`src/rtl/vsync_timing_if.sv`:
```
// Vertical timing bus: horizontal-stage inputs in, vertical timing and pixel coordinates out.
interface vsync_timing_if;
    localparam int unsigned CNT_W   = 10;
    localparam int unsigned STATE_W = 2;
    localparam int unsigned FRAME_W = 8;

    logic               hsync_pulse;
    logic [CNT_W-1:0]   x;
    logic               vsync;
    logic [CNT_W-1:0]   y;
    logic               vsync_pulse;
    logic [STATE_W-1:0] v_state;
    logic               video_on;
    logic [CNT_W-1:0]   pixel_x;
    logic [CNT_W-1:0]   pixel_y;
    logic [FRAME_W-1:0] frame_count;

    // Horizontal stage / consumer side
    modport master (
        output hsync_pulse, x,
        input  vsync, y, vsync_pulse, v_state, video_on, pixel_x, pixel_y, frame_count
    );

    // Vertical timing stage side
    modport slave (
        input  hsync_pulse, x,
        output vsync, y, vsync_pulse, v_state, video_on, pixel_x, pixel_y, frame_count
    );
endinterface

```
`src/rtl/vsync_timing.sv`:
```
// Vertical timing stage for 640x480@60: line counter, vsync, region FSM,
// frame counter and registered active-area pixel coordinates.
module vsync_timing #(
    parameter int unsigned H_SYNC   = 96,
    parameter int unsigned H_BP     = 48,
    parameter int unsigned H_ACTIVE = 640,
    parameter int unsigned V_SYNC   = 2,
    parameter int unsigned V_BP     = 33,
    parameter int unsigned V_ACTIVE = 480,
    parameter int unsigned V_FP     = 10
) (
    input  logic           clk_25mhz,
    input  logic           rst,
    vsync_timing_if.slave  bus
);
    localparam int unsigned CNT_W       = 10;
    localparam int unsigned FRAME_W     = 8;
    localparam int unsigned V_TOTAL     = V_SYNC + V_BP + V_ACTIVE + V_FP;
    localparam int unsigned V_ACT_START = V_SYNC + V_BP;
    localparam int unsigned V_ACT_END   = V_ACT_START + V_ACTIVE;
    localparam int unsigned H_ACT_START = H_SYNC + H_BP;
    localparam int unsigned H_ACT_END   = H_ACT_START + H_ACTIVE;

    typedef enum logic [1:0] {
        ST_SYNC   = 2'd0,
        ST_BACK   = 2'd1,
        ST_ACTIVE = 2'd2,
        ST_FRONT  = 2'd3
    } v_state_t;

    v_state_t          state_q;
    v_state_t          state_d;
    logic [CNT_W-1:0]  y_d;
    logic              wrap_c;
    logic              vis_c;

    // Next line count; wrap_c marks the last-line -> line 0 edge
    always_comb begin
        y_d    = bus.y;
        wrap_c = 1'b0;
        if (bus.hsync_pulse) begin
            if (bus.y == CNT_W'(V_TOTAL - 1)) begin
                y_d    = '0;
                wrap_c = 1'b1;
            end else begin
                y_d = bus.y + CNT_W'(1);
            end
        end
    end

    // Region FSM next state, advanced only on line boundaries
    always_comb begin
        state_d = state_q;
        if (bus.hsync_pulse) begin
            unique case (state_q)
                ST_SYNC:   if (y_d == CNT_W'(V_SYNC))      state_d = ST_BACK;
                ST_BACK:   if (y_d == CNT_W'(V_ACT_START)) state_d = ST_ACTIVE;
                ST_ACTIVE: if (y_d == CNT_W'(V_ACT_END))   state_d = ST_FRONT;
                ST_FRONT:  if (wrap_c)                     state_d = ST_SYNC;
                default:                                   state_d = ST_SYNC;
            endcase
        end
    end

    // Visible-pixel decode from the incoming x and the current line region
    always_comb begin
        vis_c = (bus.x >= CNT_W'(H_ACT_START)) && (bus.x < CNT_W'(H_ACT_END)) &&
                (state_q == ST_ACTIVE);
    end

    // Region state register
    always_ff @(posedge clk_25mhz) begin
        if (rst) begin
            state_q <= ST_SYNC;
        end else begin
            state_q <= state_d;
        end
    end

    assign bus.v_state = state_q;

    // Line count, sync, frame strobe/counter and active-area outputs
    always_ff @(posedge clk_25mhz) begin
        if (rst) begin
            bus.y           <= '0;
            bus.vsync       <= 1'b0;
            bus.vsync_pulse <= 1'b0;
            bus.frame_count <= '0;
            bus.video_on    <= 1'b0;
            bus.pixel_x     <= '0;
            bus.pixel_y     <= '0;
        end else begin
            bus.y           <= y_d;
            bus.vsync       <= (y_d >= CNT_W'(V_SYNC));
            bus.vsync_pulse <= wrap_c;
            if (wrap_c) begin
                bus.frame_count <= bus.frame_count + FRAME_W'(1);
            end
            bus.video_on    <= vis_c;
            bus.pixel_x     <= vis_c ? (bus.x - CNT_W'(H_ACT_START)) : '0;
            bus.pixel_y     <= vis_c ? (bus.y - CNT_W'(V_ACT_START)) : '0;
        end
    end
endmodule

```
`src/flat_wrapper.sv`:
```
// flat-port wrapper written by rule: the top's interface ports become plain ports
module vsync_timing_flat 
#(
    parameter int unsigned H_SYNC   = 96,
    parameter int unsigned H_BP     = 48,
    parameter int unsigned H_ACTIVE = 640,
    parameter int unsigned V_SYNC   = 2,
    parameter int unsigned V_BP     = 33,
    parameter int unsigned V_ACTIVE = 480,
    parameter int unsigned V_FP     = 10
)
  (clk_25mhz, rst, bus_hsync_pulse, bus_x, bus_vsync, bus_y, bus_vsync_pulse, bus_v_state, bus_video_on, bus_pixel_x, bus_pixel_y, bus_frame_count);
  vsync_timing_if bus_i ();
  input  logic clk_25mhz;
  input  logic rst;
  input wire logic [$bits(bus_i.hsync_pulse)-1:0] bus_hsync_pulse;
  input wire logic [$bits(bus_i.x)-1:0] bus_x;
  output wire logic [$bits(bus_i.vsync)-1:0] bus_vsync;
  output wire logic [$bits(bus_i.y)-1:0] bus_y;
  output wire logic [$bits(bus_i.vsync_pulse)-1:0] bus_vsync_pulse;
  output wire logic [$bits(bus_i.v_state)-1:0] bus_v_state;
  output wire logic [$bits(bus_i.video_on)-1:0] bus_video_on;
  output wire logic [$bits(bus_i.pixel_x)-1:0] bus_pixel_x;
  output wire logic [$bits(bus_i.pixel_y)-1:0] bus_pixel_y;
  output wire logic [$bits(bus_i.frame_count)-1:0] bus_frame_count;
  assign bus_i.hsync_pulse = bus_hsync_pulse;
  assign bus_i.x = bus_x;
  assign bus_vsync = bus_i.vsync;
  assign bus_y = bus_i.y;
  assign bus_vsync_pulse = bus_i.vsync_pulse;
  assign bus_v_state = bus_i.v_state;
  assign bus_video_on = bus_i.video_on;
  assign bus_pixel_x = bus_i.pixel_x;
  assign bus_pixel_y = bus_i.pixel_y;
  assign bus_frame_count = bus_i.frame_count;
  vsync_timing #(.H_SYNC(H_SYNC), .H_BP(H_BP), .H_ACTIVE(H_ACTIVE), .V_SYNC(V_SYNC), .V_BP(V_BP), .V_ACTIVE(V_ACTIVE), .V_FP(V_FP)) u_core (.clk_25mhz(clk_25mhz), .rst(rst), .bus(bus_i));
endmodule
```
`config.mk`:
```
export PLATFORM = sky130hd
export DESIGN_NAME = vsync_timing_flat
export DESIGN_NICKNAME = d
export VERILOG_FILES = /design/src/rtl/vsync_timing_if.sv /design/src/rtl/vsync_timing.sv /design/src/flat_wrapper.sv
export SDC_FILE = /design/constraint.sdc
export NUM_CORES = 1
export LEC_CHECK = 0
export BUFFER_PORTS_ARGS = -buffer_cell sky130_fd_sc_hd__buf_4
export CAP_MARGIN = 20
export CORE_MARGIN = 3
export CORE_UTILIZATION = 55
export DETAILED_ROUTE_END_ITERATION = 6
export GPL_TIMING_DRIVEN = 0
export PLACE_DENSITY = 0.89
export SLEW_MARGIN = 40
export SYNTH_ARGS = -nofsm -noshare
export SYNTH_HDL_FRONTEND = slang
export SYNTH_SLANG_ARGS = --single-unit
```
`constraint.sdc`:
```
create_clock -name clk_25mhz -period 3.75 [get_ports clk_25mhz]
set_clock_uncertainty 0.2 [all_clocks]
set_input_delay 0.75 -clock clk_25mhz [delete_from_list [all_inputs] [get_ports clk_25mhz]]
set_output_delay 0.75 -clock clk_25mhz [all_outputs]
set_load 0.02 [all_outputs]
```
; ---- Yosys cells after proc, flatten, opt, wreduce, memory -nomap -nowiden
; Index checks and enable logic that the tools add are counted.
[op_classes]
n_addsub = 4
bitwise = 1
n_lt_le_gt_ge = 3
n_mux = 9
n_eq_ne = 11
reduce_logical = 5
[ops]
columns = cell, n
row1 = "10-bit equality test, second input constant", 2
row2 = 10-bit 2-to-1 mux, 2
row3 = "10-bit by 1-bit adder with 10-bit output, second input constant", 1
row4 = "10-bit by 2-bit equality test with 1-bit output, second input constant", 1
row5 = "10-bit by 6-bit equality test with 1-bit output, second input constant", 1
row6 = "10-bit by 2-bit greater-or-equal comparator with 1-bit output, second input constant", 1
row7 = "10-bit by 8-bit greater-or-equal comparator with 1-bit output, second input constant", 1
row8 = "10-bit < comparator, second input constant", 1
row9 = "10-bit by 6-bit subtractor with 10-bit output, second input constant", 1
row10 = "10-bit by 8-bit subtractor with 10-bit output, second input constant", 1
row11 = "8-bit by 1-bit adder with 8-bit output, second input constant", 1
row12 = 2-bit 2-to-1 mux, 4
row13 = "2-bit by 1-bit inequality test with 1-bit output, second input constant", 4
row14 = 2-bit one-hot mux with 4 select lines, 1
row15 = 5-bit AND reduction, 1
row16 = "2-bit equality test, second input constant", 2
row17 = "2-bit by 1-bit equality test with 1-bit output, second input constant", 1
row18 = 1-bit logical AND, 2
row19 = 2-bit zero test, 1
row20 = 1-bit 2-to-1 mux, 2
row21 = 2-bit OR reduction, 1
row22 = 1-bit inverter, 1
[word_totals]
elab_cells = 41
out_inout_bits = 43
input_bits = 13
regBits = 43

; ---- Longest topological paths before layout
[logic_depth]
word_depth = 6
ltp_mapped = 10
depth_no_buf = 9

; ---- Least setup slack after synthesis
; OpenSTA, ideal clock, no wires.
[synth_path]
kind = flip-flop to flip-flop
from = register u_core.bus.y[0]
to = register u_core.state_q[0], in the netlist u_core.bus.v_state[0]
path_buffers = 1
period_less_slack_ns = 2.512
setup_time_ns = 0.123
arrival_time_ns = 2.189
stages_incl_launch_ff = 11
setup_slack_ns = 1.238
required_ns = 3.427
cell_sequence = dfxtp_1 -> buf_4 -> inv_2 -> ha_1 -> and4bb_1 -> nand4_2 -> nand3_1 -> or4b_1 -> a21oi_2 -> o22ai_2 -> mux2i_1
[synth_via]
elab_chain_len = 6
word_cells_on_any_way = 14
cone_classes = 1 x add/sub / 8 x eq/ne / 4 x mux / 1 x reduce/logical
[synth_rtl]
columns = item, line_no
row1 = start: declaration, vsync_timing_if.sv:27  ; output vsync, y, vsync_pulse, v_state, video_on, pixel_x, pixel_y, frame_count
row2 = start signal: assignment, vsync_timing.sv:93  ; bus.y <= y_d;
row3 = 10-bit by 1-bit adder with 10-bit output or 10-bit equality test (tied branches), "vsync_timing.sv:46, vsync_timing.sv:42"
row4 = 10-bit 2-to-1 mux, vsync_timing.sv:42  ; if (bus.y == CNT_W'(V_TOTAL - 1)) begin
row5 = 10-bit 2-to-1 mux, vsync_timing.sv:41  ; if (bus.hsync_pulse) begin
row6 = 10-bit equality test (tied with other cells), vsync_timing.sv:58  ; ST_ACTIVE: if (y_d == CNT_W'(V_ACT_END)) state_d = ST_FRONT;
row7 = 2-bit by 1-bit inequality test with 1-bit output (no line), --
row8 = 5-bit AND reduction (no line) *, --
row9 = end signal: assignment, vsync_timing.sv:76  ; state_q <= state_d;
row10 = end: declaration, vsync_timing.sv:31  ; v_state_t state_q;
; Mark *: on every way between the ends. The rest lies on a longest branch, timed or not.
; A chain may end at the register's enable or synchronous reset.

; ---- Final worst setup path
; Ends and elaborated chain as after synthesis.

==> impl_metrics.py <==
metrics = {
    "sta": {
        "max_freq_mhz": 363,
        "finalWorstSetupSlack_ps": 996,
        "rsz0062_at_grt": "false",
        "setup_viol": 0,
        "fin_crit_ps": 2750,
        "min_period_over_period": 0.734,
        "hold_violations": 0,
        "setup_tns_ps": 0,
        "slew_violations": 0,
        "slew_headroom": 0.651,
        "tightest_slew_ps": 521,
    },
    "place": {
        "portBuffers": 54,
        "pre_cts_ws_ps": 1050,
        "gp_congestion": 0.804,
        "dpl.hpwl_microns": 3480,
    },
    "synthesis": {
        "synth_seq_area_share": 0.404,
        "muxShareOfSynthArea": 0.00939,
        "syn_inst": 230,
        "synth_area_per_cell_sq_um": 9.27,
        "syn_area_sq_um": 2130,
        "yosys.area_share.simple": 0.282,
        "yosysMostFrequentCell": "dfxtp_1",
        "synth-seq-cells": 43,
        "synth.area.top_cells": "dfxtp_1 40%, ha_1 5.9%, nor2_1 5.1%, xor2_1 4.1%, xnor2_1 3.7%",
        "synth_fa_ha_area_frac": 0.0587,
        "synthTopCellsByCount": "43 x dfxtp_1, 29 x nor2_1, 14 x nand2_1",
        "synth_edf_count": 0,
        "synth_top_family_by_area": "simple AND/OR/NAND/NOR gates",
        "synthFlopType": "dfxtp_1",
        "yosysTopAreaCell": "dfxtp_1",
        "async_flop_share": 0,
        "synth_warnings": 0,
        "yosys.cell_types.count": 53,
        "syn-num-nets": 253,
        "yosysTopAreaCellShare": 0.404,
        "synth-compound-area-share": 0.0968,
        "yosys.area_share.xor_xnor": 0.0857,
    },
    "floorplanning": {
        "top_level_ports": 56,
        "die_area_sq_um": 4660,
        "die_w_microns": 68.3,
        "start_util": 0.606,
        "die_y_microns": 68.3,
        "num_rows": 21,
        "coreArea_sq_um": 3520,
    },
    "setup_path": {
        "arrival_ps": 2740,
        "cpMaxStageDelayCell": "nor2_1",
        "slowest_delay_ps": 480,
        "critPathCaptureType": "flop",
        "critical_path_class": "reg -> reg",
        "rr_startpoint": "u_core.bus.y[0]$_SDFF_PP0_",
        "crit_buf_inv": 2,
        "cp_cell_sequence": "buf_4 > inv_2 > ha_1 > and4bb_1 > nand3_1 > nor2_1 > a31oi_1 > nor3_1 > o22ai_2 > mux2i_1",
        "required_ps": 3730,
        "path_delay_family": "simple AND/OR/NAND/NOR gates",
        "cp_max_fo": 10,
        "reg2reg_to": "u_core.bus.v_state[0]$_SDFFE_PP0P_",
        "r2r_slack_ps": 1000,
        "cp-start-kind": "flop",
        "rr_worst_depth": 10,
    },
    "finish": {
        "num-nets-final": 314,
        "syn_to_final_growth_pct": 26.4,
        "final_layout_size_suffix_gt1_frac": 0.288,
        "diodes": 0,
    },
    "detailed_routing": {
        "post-route-drc-count": 0,
        "wl_per_cell_microns": 14.2,
        "totalWireLength_microns": 4800,
        "vias_per_cell": 5.51,
        "dr_total_vias": 1863,
        "drtIter0Drc": 146,
        "postRouteAntennaNets": 0,
        "firstDrtPassIters": 4,
    },
    "cts": {
        "cts_resized": 0,
        "cts_tree": "built",
        "ctsHoldBuffers": 0,
        "clkTransAtPathRegs_ps": 70,
        "numClockSinks": 43,
        "cts_root_buf": "clkbuf_8",
        "h-tree-depth": 2,
        "cts_made_buffers": 5,
        "post-cts-setup-buffers": 0,
        "clock_latency_ps": 300,
        "clk_path_buf_depth": 2,
    },
    "run_status": {
        "status": "finished, final reports clean",
    },
    "global_route": {
        "track_usage": 0.223,
        "use_met1": 0.285,
        "antenna_found_initial": 0,
        "grt_overflow_total": 0,
        "use_met3": 0.0427,
        "grt_pass1_wl_microns": 7760,
        "grt_max_degree": 13,
        "gr-usage-met2": 0.363,
        "top_usage_layer": "met2",
        "grt_pass1_vias": 1688,
    },
    "power_and_ir_drop": {
        "p_per_area_nw_per_um2": 318,
        "ir_drop_v": 0.000297,
        "leakage_nw": 1.23,
    },
    "flow_run": {
        "cap_violations": 0,
    },
    "hold_path": {
        "hp-start": "u_core.bus.frame_count[1]$_SDFFE_PP0P_",
        "min-delay-path-class": "reg -> reg",
        "hold_depth": 2,
        "hold_end": "u_core.bus.frame_count[1]$_SDFFE_PP0P_",
    },
}
==> cells by family (layout without fill, tap and decap cells) <==
| logic type | Yosys count | in the layout |
|---|---|---|
| flops | 43 | 43 |
| fa+ha+maj | 10 | 10 |
| mux | 2 | 2 |
| compound gates | 30 | 30 |
| simple gates | 104 | 104 |
| buf+inv | 21 | 83 |
| xor+xnor | 20 | 20 |
==> metrics by stage <==
stage / cells / util / area [sq um] / total power, W / hold WS [ps]
finish: 338 / 0.765 / 2700 / 0.000857 / 317
global route: 338 / 0.765 / 2700 / 0.000885 / 346
CTS: 338 / 0.765 / 2700 / 0.000857 / 317
detailed placement: 330 / 0.737 / 2590 / 0.000548 / 304
global placement: 330 / 0.737 / 2590 / 0.000547 / 299
floorplan: 230 / - / 2130 / 0.000520 / 368
==> layout by cell type (no fill, tap or decap), types with 4 or more instances in the layout <==
cell	synthesis	final
nor2b_1	4	4
xnor2_1	9	9
buf_6	6	6
clkbuf_1	4	5
nor2_1	29	29
xor2_1	10	10
nor3_1	9	9
and2_1	5	5
clkbuf_8	0	7
dfxtp_1	43	43
a21oi_1	10	10
nand4_1	5	5
nand3_1	7	7
inv_1	7	7
nand2b_1	7	7
buf_4	3	57
nand2_1	14	14
a31oi_1	4	4
ha_1	10	10
==> sequential cells by signal, summed over array words and instances, names as in the netlist <==
name,count
u_core.bus.video_on,1
u_core.bus.pixel_x,10
u_core.bus.pixel_y,10
u_core.bus.y,10
u_core.bus.frame_count,8
u_core.bus.vsync,1
u_core.bus.vsync_pulse,1
u_core.bus.v_state,2
==> cell type report <==
| cell class | count | area [sq um] |
|---|---|---|
| Timing Repair Buffer | 54 | 405 |
| Tap cell | 46 | 57.6 |
| Multi-Input combinational cell | 166 | 1140 |
| Buffer | 13 | 105 |
| Clock buffer | 8 | 100 |
| Fill cell | 257 | 826 |
| Inverter | 8 | 30.0 |
| Sequential cell | 43 | 861 |
==> power breakdown <==
part / leakage [nW] / internal, W / switching [W]
Sequential: 0.347 / 0.000460 / 0.00000517
Clock: 0.0515 / 0.000168 / 0.000149
Combinational: 0.828 / 0.0000331 / 0.0000417
Total: 1.23 / 0.000661 / 0.000196
==> worst max-delay path by stage <==
stage | from | end | slack (ps) | depth (start not counted)
5_1_grt | u_core.bus.y[0]$_SDFF_PP0_ | u_core.bus.v_state[0]$_SDFFE_PP0P_ | 830 | 10
3_3_place_gp | bus_hsync_pulse | u_core.bus.v_state[1]$_SDFFE_PP0P_ | 1060 | 8
6_report | u_core.bus.y[0]$_SDFF_PP0_ | u_core.bus.v_state[0]$_SDFFE_PP0P_ | 1000 | 10
2_1_floorplan | u_core.bus.y[0]$_SDFF_PP0_ | u_core.bus.v_state[0]$_SDFFE_PP0P_ | 1240 | 10
3_5_place_dp | bus_hsync_pulse | u_core.bus.v_state[0]$_SDFFE_PP0P_ | 1050 | 8
4_1_cts | u_core.bus.y[0]$_SDFF_PP0_ | u_core.bus.v_state[0]$_SDFFE_PP0P_ | 1050 | 10
==> per-layer routing <==
layer / up-vias / part of all wire / wire length [microns]
li1: 911 / - / -
met1: 882 / 0.42 / 2040
met2: 58 / 0.50 / 2400
met3: 12 / 0.054 / 260
met4: 0 / 0.021 / 101
met5: - / 0 / 0
==> worst min-delay path, stage by stage (launching register included) <==
cell and delay [ps]:
dfxtp_1 350, nand2_1 70, a21oi_1 50
(Power assumes the default switching activity.)
